--- src/rtl/pyld_txseq.sv ---
// Payload transmit sequencer.
// Times one payload transmission as the segments PYHDR -> BODY -> CRC -> PAD
// and issues one bit request per 1 us bit tick. Each segment appears only when
// the packet needs it.
//
// Ports:
//   clk_6M, rstz                 6 MHz clock, asynchronous active-low reset
//   tx_start, tx_abort, bit_tick control strobes
//   pylenbit, existpyheader,     per-packet length and flags from the decoder;
//   BRss, crcencode, fec32encode sampled on an accepted tx_start
//   busy, seg                    sequencing status (seg is the state register)
//   bit_req, tx_bitcnt           bit requests and the running count of requested bits
//   crc_init, crc_out_en         controls for the CRC unit
//   fec_blk_end                  marks the request that completes a FEC 2/3 block
//   py_done                      pulses when a sequence completes normally
// All outputs are registered. A bit_req and its count update appear together,
// one cycle after the bit_tick that caused them.
module pyld_txseq #(
    parameter int unsigned HDR_SS  = 8,
    parameter int unsigned HDR_MS  = 16,
    parameter int unsigned CRC_LEN = 16,
    parameter int unsigned FEC_BLK = 10
) (
    input  logic        clk_6M,
    input  logic        rstz,
    input  logic        tx_start,
    input  logic        tx_abort,
    input  logic        bit_tick,
    input  logic [12:0] pylenbit,
    input  logic        existpyheader,
    input  logic        BRss,
    input  logic        crcencode,
    input  logic        fec32encode,
    output logic        busy,
    output logic        bit_req,
    output logic [2:0]  seg,
    output logic        crc_init,
    output logic        crc_out_en,
    output logic        fec_blk_end,
    output logic [13:0] tx_bitcnt,
    output logic        py_done
);

    localparam int unsigned LEN_W = 13;
    localparam int unsigned CNT_W = 14;
    localparam int unsigned FEC_W = $clog2(FEC_BLK);

    // The state encoding matches the seg output codes.
    typedef enum logic [2:0] {
        S_IDLE  = 3'd0,
        S_PYHDR = 3'd1,
        S_BODY  = 3'd2,
        S_CRC   = 3'd3,
        S_PAD   = 3'd4,
        S_DONE  = 3'd5
    } state_t;

    state_t             state, next_state, tail;
    logic [LEN_W-1:0]   len_q, segcnt, seglen;
    logic               hdr_q, brss_q, crc_q, fec_q;
    logic [FEC_W-1:0]   fec_cnt;
    logic               start_acc, active, req_c, fec_wrap_c, seg_last_c;

    assign seg = state;

    // Next state and per-cycle strobes.
    always_comb begin
        next_state = state;
        tail       = S_DONE;
        start_acc  = 1'b0;
        active     = 1'b0;
        req_c      = 1'b0;
        fec_wrap_c = 1'b0;
        seg_last_c = 1'b0;
        seglen     = LEN_W'(1);

        case (state)
            S_PYHDR: seglen = brss_q ? LEN_W'(HDR_SS) : LEN_W'(HDR_MS);
            S_BODY:  seglen = len_q;
            S_CRC:   seglen = LEN_W'(CRC_LEN);
            default: seglen = LEN_W'(1);
        endcase

        active = (state == S_PYHDR) || (state == S_BODY) ||
                 (state == S_CRC)   || (state == S_PAD);
        // No request in the crc_init cycle, so the CRC seed is in place first.
        req_c      = bit_tick & active & ~crc_init & ~tx_abort;
        fec_wrap_c = req_c & fec_q & (fec_cnt == FEC_W'(FEC_BLK - 1));
        seg_last_c = req_c & ((state == S_PAD) ? fec_wrap_c
                                               : (segcnt == seglen - LEN_W'(1)));
        // After the last data/CRC bit, pad only if that bit leaves a partial FEC block.
        tail = (fec_q & ~fec_wrap_c) ? S_PAD : S_DONE;

        if (tx_abort) begin
            next_state = S_IDLE;
        end else begin
            case (state)
                S_IDLE: begin
                    if (tx_start) begin
                        start_acc  = 1'b1;
                        next_state = existpyheader          ? S_PYHDR :
                                     (pylenbit != '0)       ? S_BODY  :
                                     crcencode              ? S_CRC   : S_DONE;
                    end
                end
                S_PYHDR: if (seg_last_c) next_state = (len_q != '0) ? S_BODY :
                                                      crc_q         ? S_CRC  : tail;
                S_BODY:  if (seg_last_c) next_state = crc_q ? S_CRC : tail;
                S_CRC:   if (seg_last_c) next_state = tail;
                S_PAD:   if (seg_last_c) next_state = S_DONE;
                S_DONE:  next_state = S_IDLE;
                default: next_state = S_IDLE;
            endcase
        end
    end

    // State register.
    always_ff @(posedge clk_6M or negedge rstz) begin
        if (!rstz) state <= S_IDLE;
        else       state <= next_state;
    end

    // Latched packet parameters, counters and registered outputs.
    always_ff @(posedge clk_6M or negedge rstz) begin
        if (!rstz) begin
            len_q       <= '0;
            hdr_q       <= 1'b0;
            brss_q      <= 1'b0;
            crc_q       <= 1'b0;
            fec_q       <= 1'b0;
            segcnt      <= '0;
            fec_cnt     <= '0;
            tx_bitcnt   <= '0;
            bit_req     <= 1'b0;
            fec_blk_end <= 1'b0;
            crc_init    <= 1'b0;
            crc_out_en  <= 1'b0;
            busy        <= 1'b0;
            py_done     <= 1'b0;
        end else begin
            if (start_acc) begin
                len_q     <= pylenbit;
                hdr_q     <= existpyheader;
                brss_q    <= BRss;
                crc_q     <= crcencode;
                fec_q     <= fec32encode;
                segcnt    <= '0;
                fec_cnt   <= '0;
                tx_bitcnt <= '0;
            end else if (req_c) begin
                tx_bitcnt <= tx_bitcnt + CNT_W'(1);
                segcnt    <= seg_last_c ? '0 : segcnt + LEN_W'(1);
                if (fec_q) fec_cnt <= fec_wrap_c ? '0 : fec_cnt + FEC_W'(1);
            end else if (tx_abort) begin
                // tx_bitcnt keeps the aborted packet's count until the next start.
                segcnt  <= '0;
                fec_cnt <= '0;
            end
            bit_req     <= req_c;
            fec_blk_end <= fec_wrap_c;
            crc_init    <= start_acc;
            crc_out_en  <= (next_state == S_CRC);
            busy        <= (next_state != S_IDLE);
            py_done     <= (state == S_DONE) & ~tx_abort;
        end
    end

endmodule
--- config.mk ---
export PLATFORM = sky130hd
export DESIGN_NAME = pyld_txseq
export DESIGN_NICKNAME = d
export VERILOG_FILES = /design/src/rtl/pyld_txseq.sv
export SDC_FILE = /design/constraint.sdc
export NUM_CORES = 1
export LEC_CHECK = 0
export CAP_MARGIN = 20
export CORE_UTILIZATION = 55
export DETAILED_ROUTE_END_ITERATION = 10
export PLACE_DENSITY = 0.79
export SLEW_MARGIN = 20
export SYNTH_ARGS = -nofsm -noshare
export SYNTH_HDL_FRONTEND = slang
export SYNTH_SLANG_ARGS = --single-unit
--- constraint.sdc ---
create_clock -name clk_6M -period 7.5 [get_ports clk_6M]
set_input_delay 1.5 -clock clk_6M [delete_from_list [all_inputs] [get_ports clk_6M]]
set_output_delay 1.5 -clock clk_6M [all_outputs]
set_load 0.05 [all_outputs]
After elaboration in Yosys (flattened, before gate mapping)
Cells that the tools add are included.
{ "totals": {"register_bits": 56, "inputBits": 22, "output_inout_bits": 23, "elab_cells": 78} }
{ "classes": {"addsub": 4, "n_eq_ne": 9, "mux": 30, "bitwise_logic": 11, "reduce_logical": 10} }
{ "ops": {"columns": ["op", "n"], "rows": [
  ["$mux W13", 4],
  ["$pmux W13 S3", 1],
  ["$mux W3", 11],
  ["$mux W14", 2],
  ["$reduce_bool A13 Y1", 2],
  ["$mux W4", 5],
  ["$pmux W3 S5", 1],
  ["$add A14 B1 Y14 const B", 1],
  ["$add A13 B1 Y13 const B", 1],
  ["$eq A13 B13 Y1", 1],
  ["$sub A13 B1 Y13 const B", 1],
  ["$eq A3 B2 Y1 const B", 3],
  ["$and A1 B1 Y1", 8],
  ["$eq A3 B3 Y1 const B", 2],
  ["$reduce_bool A3 Y1", 2],
  ["$mux W1", 5],
  ["$mux W5", 1],
  ["$add A4 B1 Y4 const B", 1],
  ["$eq A4 B4 Y1 const B", 1],
  ["$eq A3 B1 Y1 const B", 1],
  ["$logic_not A3 Y1", 1],
  ["$logic_or A1 B1 Y1", 3],
  ["$ne A3 B3 Y1 const B", 1],
  ["$not A1 Y1", 3],
  ["2 further kinds", 2]
]} }

Logic depth before layout (Yosys ltp)
{ "depth": {"word_depth": 18, "ltp_mapped": 16, "mapped_depth_nobuf": 12} }

Worst setup path before layout
Ideal clock, no wire load.
{ "synth_path": {"kind": "flip-flop to flip-flop", "from": "register state[0], in the netlist seg[0]", "to": "register busy", "arrival_time_ns": 3.627, "path_slack_ns": 3.749, "stages_incl_launch_ff": 16, "n_path_buf": 3, "synth_period_minus_slack_ns": 3.751, "path_cell_list": "dfrtp_1 > clkbuf_1 > clkbuf_1 > nor3b_2 > clkbuf_1 > nand2_1 > ha_1 > xor2_1 > xnor2_1 > a2111oi_0 > nand4_1 > nor4_2 > nand4_1 > a22oi_1 > o211ai_1 > o31a_1"} }
{ "synth_between": {"elab_chain_len": 18, "elab_cells_between_ends": 31} }
{ "synth_lines": {"columns": ["item", "line", "source"], "rows": [
  ["start, declared", "58", "state_t state, next_state, tail;"],
  ["start signal, assigned", "120", "else state <= next_state;"],
  ["parallel branches: the longest is 15 deep, another holds $sub A13 B1 Y13", null, null],
  ["$pmux W3 S5 *", "97", "case (state)"],
  ["$mux W3 *", "94", "if (tx_abort) begin"],
  ["$reduce_bool A3 Y1 *", "163", "busy <= (next_state != S_IDLE);"],
  ["end signal, assigned", "163", null],
  ["end, declared", "34", "output logic busy,"]
]} }
Mark *: on every way between the ends.
A chain may end at the register's enable or synchronous reset.

Worst setup path after layout
{ "layout_path": {"from": "register state[1], in the netlist seg[1]", "to": "register state[2], in the netlist seg[2]"} }
{ "layout_between": {"elab_chain_len": 14, "elab_cells_between_ends": 24} }
{ "layout_lines": {"columns": ["item", "line"], "rows": [
  ["parallel branches: the longest is 12 deep, another holds $sub A13 B1 Y13", null],
  ["$pmux W3 S5 *", "97"],
  ["$mux W3 *", "94"],
  ["named net next_state[2]", "58"]
]} }
Mark *: on every way through the listed nets, which the timed path passes.

==> qor.csv <==
stage,metric,value,unit
run_status,status,"complete, no violations",
route,firstDrtPassIters,5,
clock_tree,clock_sinks,56,
floorplan,core,6030,um^2
route,vias,3050,
cells_and_area,design_area,4060,um^2
route,drtAntennaViolNets,0,
critical_path,worst-setup-path-type,reg2reg,
timing,hold_viol_final,0,
cells_and_area,areaGrowthSynthToFinish,16.4,%
timing,post-route-period-util,51.1,%
route,drt_iter0_markers,233,
critical_path,critPathBufInv,1,
cells_and_area,multiInputGateArea,1970,um^2
route,drc,0,
timing,slew_violations,0,
critical_path,slowest_delay,0.75,ns
floorplan,rows,28,
global_routing,grt_max_degree,57,
critical_path,slowest_stage,dfrtp_1,
route,drt_wl_total,8.29,mm
clock_tree,cts_max_level,2,
floorplan,fp.dieH,81.6,um
placement,dp_hpwl,6.04,mm
global_routing,grt-ovfl-total,0,
synthesis,synth-seq-cells,56,
synthesis,synth_top_flop_cell,dfrtp_1,
placement,portBuffers,44,
power_and_ir_drop,irDropWorstVdd,0.120,mV
cells_and_area,regArea,1400,um^2
global_routing,grt_pass1_wl,13.6,mm
power_and_ir_drop,p_leak,1.67,nW
clock_tree,cts_hold_buf,0,
clock_tree,numCtsBuffers,5,
synthesis,synth-simple-area-share,25.4,%
cells_and_area,diodes,0,
global_routing,antenna_found_initial,0,
critical_path,crit_chain,nor3b_2 -> buf_4 -> nand2_1 -> ha_1 -> xor2_1 -> xnor2_1 -> a2111oi_0 -> nand4_1 -> nor4_2 -> nand4_1 -> o31ai_1 -> and2_1,
placement,placed_area,3970,um^2
floorplan,dieWidth,81.6,um
clock_tree,post-cts-setup-buffer-count,0,
synthesis,synthXorXnorAreaFrac,6.28,%
timing,relSlewSlack,44.5,%
critical_path,r2r_cells,12,
synthesis,synth-edff-count,0,
critical_path,critPathLaunchType,flop,
clock_tree,cts_tree,built,
worst_hold_path,hold_class,reg2reg,
synthesis,synth_fp_nets,405,
timing,fmax,0.261,GHz
placement,place.gp.congestion,0.942,
critical_path,path_depth,12,
critical_path,critPathMaxFanout,20,
floorplan,initial_core_util,57.9,%
synthesis,synth-seq-area-share,40.2,%
floorplan,die_area,6670,um^2
cells_and_area,drive_gt1_share,9.62,%
cells_and_area,fillers,531,
clock_tree,path_clk_slew,0.10,ns
clock_tree,cts-root-buf,clkbuf_8,
synthesis,synth_area,3490,um^2
timing,hold_slack,0.507,ns
clock_tree,clockBufferDepth,2,
timing,period_needed,3.83,ns
synthesis,synth.avg_cell_area,9.23,um^2
critical_path,cp.arrival,4.08,ns
timing,setup_tns,0,ns
critical_path,crit_path_start,seg[1]$_DFF_PN0_,
critical_path,crit_required,7.75,ns
run,drv_cap,0,
critical_path,reg2reg_to,seg[2]$_DFF_PN0_,
timing,skew,0.00780,ns
cells_and_area,nets,442,
power_and_ir_drop,pwr_density_cell,205,nW/um^2
global_routing,grt_pass1_vias,2866,
critical_path,cp_common_cell,nand4_1,
synthesis,postSynthCellCount,378,
critical_path,crit_path_end,seg[2]$_DFF_PN0_,
timing,worstMarginPinSlew,0.825,ns
route,via_per_inst,6.21,
synthesis,synth_compound_area_share,17.9,%
critical_path,r2r-start,seg[1]$_DFF_PN0_,
synthesis,synthAdderAreaFrac,1.79,%
synthesis,synth_cell_types,62,
floorplan,io_pins,45,
synthesis,synthMuxAreaShare,5.13,%
timing,final-setup-viol-count,0,
clock_tree,clkLatencyLatePin,0.31,ns
critical_path,cp-end-kind,flop,
critical_path,critical-path-top-delay-family,simple AND/OR/NAND/NOR gates,
critical_path,r2r_slack,3.67,ns
timing,rsz0062_at_grt,false,
synthesis,yosysWarnings,0,
synthesis,synth_top_family_by_area,simple AND/OR/NAND/NOR gates,
clock_tree,post_cts_resized,0,
synthesis,synthArstFlopShare,100,%
global_routing,grt.total_usage,26.7,%
route,routedWlPerCell,16.9,um
==> kinds of logic after synthesis <==
family / count (synthesis)
xor gates and xnor gates: 25
AOI/OAI and AO/OA: 91
buffers and inverters: 28
and+or+nand+nor: 157
adders and majority gates: 5
muxes: 16
DFF: 56
==> sequential cells by signal, summed over array words and instances (netlist names), 3 cells and up <==
signal,flops
len_q,13
segcnt,13
fec_cnt,4
seg,3
tx_bitcnt,14
==> where the power goes <==
part | switching (W) | internal [W] | leakage [nW]
clock network | 0.0000959 | 0.0000753 | 0.0445
registers | 0.0000522 | 0.000335 | 0.742
logic | 0.000157 | 0.000119 | 0.879
total | 0.000305 | 0.000529 | 1.67
==> Yosys cell counts, types with 3 or more instances <==
cell type	n	area, um^2
a21oi_1	11	55.1
nand4_1	7	43.8
dfrtp_1	56	1400
a211oi_1	3	22.5
xor2_1	16	140
nand2b_1	8	50.1
mux2_2	15	169
a31oi_1	3	18.8
inv_1	10	37.5
nand3_1	14	70.1
and2_1	5	31.3
nand2_1	30	113
nor4_1	6	37.5
nand4bb_1	3	33.8
o21ai_0	35	175
and3_1	11	68.8
xnor2_1	9	78.8
nor2b_1	3	18.8
nor3_1	9	45.0
nor3b_1	6	45.0
a21o_1	9	67.6
nor4b_1	3	26.3
or3_1	8	50.1
clkbuf_1	14	52.6
ha_1	5	62.6
o31ai_1	4	30.0
nor2_1	30	113
==> cell usage in the layout (no fill, tap or decap), drive strengths merged, types with 3 or more instances in the layout <==
| cell | count |
|---|---|
| dfrtp | 56 |
| clkdlybuf4s50 | 43 |
| o21ai | 36 |
| nand2 | 30 |
| nor2 | 30 |
| xor2 | 16 |
| mux2 | 15 |
| nand3 | 15 |
| a21oi | 11 |
| and3 | 11 |
| inv | 11 |
| nor3 | 9 |
| xnor2 | 9 |
| a21o | 9 |
| nand2b | 8 |
| or3 | 8 |
| nand4 | 7 |
| nor4 | 7 |
| nor3b | 7 |
| clkbuf | 7 |
| and2 | 5 |
| ha | 5 |
| o31ai | 5 |
| buf | 4 |
| nor4b | 3 |
| nand4bb | 3 |
| a211oi | 3 |
| nor2b | 3 |
| a31oi | 3 |
| a2111oi | 3 |
==> worst min-delay path by stage <==
| stage | startpoint | end | slack [ns] | cells past startpoint |
|---|---|---|---|---|
| 3_5_place_dp | fec_cnt[3]$_DFFE_PN0P_ | fec_cnt[3]$_DFFE_PN0P_ | 0.49 | 1 |
| 4_1_cts | fec_cnt[3]$_DFFE_PN0P_ | fec_cnt[3]$_DFFE_PN0P_ | 0.50 | 1 |
| 6_report | fec_cnt[3]$_DFFE_PN0P_ | fec_cnt[3]$_DFFE_PN0P_ | 0.51 | 1 |
| 5_1_grt | fec_cnt[3]$_DFFE_PN0P_ | fec_cnt[3]$_DFFE_PN0P_ | 0.51 | 1 |
| 3_3_place_gp | fec_cnt[3]$_DFFE_PN0P_ | fec_cnt[3]$_DFFE_PN0P_ | 0.48 | 1 |
| 2_1_floorplan | fec_cnt[3]$_DFFE_PN0P_ | fec_cnt[3]$_DFFE_PN0P_ | 0.45 | 1 |
==> cell type report <==
class | instances | area share, %
Multi-Input combinational cell | 294 | 48.6
Sequential cell | 56 | 34.5
Timing Repair Buffer | 47 | 11.3
Tap cell | 75 | 2.31
Clock buffer | 7 | 2.13
Inverter | 11 | 1.02
Clock inverter | 1 | 0.185
==> stage by stage <==
step,setup slack [ns],instances,total power (W),utilization [%]
finish,3.67,491,0.000834,67.4
global route,3.34,491,0.000879,67.4
CTS,3.71,491,0.000837,67.4
detailed placement,3.71,483,0.000665,65.8
global placement,3.81,483,0.000658,65.8
floorplan,3.75,378,0.000579,-
==> routing by layer <==
metal  part of all wire (%)  vias up  global-route usage (%)
li1                       -     1462                       -
met4                    1.6        0                    5.96
met5                      0        -                       0
met3                    6.6       16                    4.67
met2                     45      124                    43.8
met1                     46     1448                    36.8
Power figures use the tool's default switching activity.
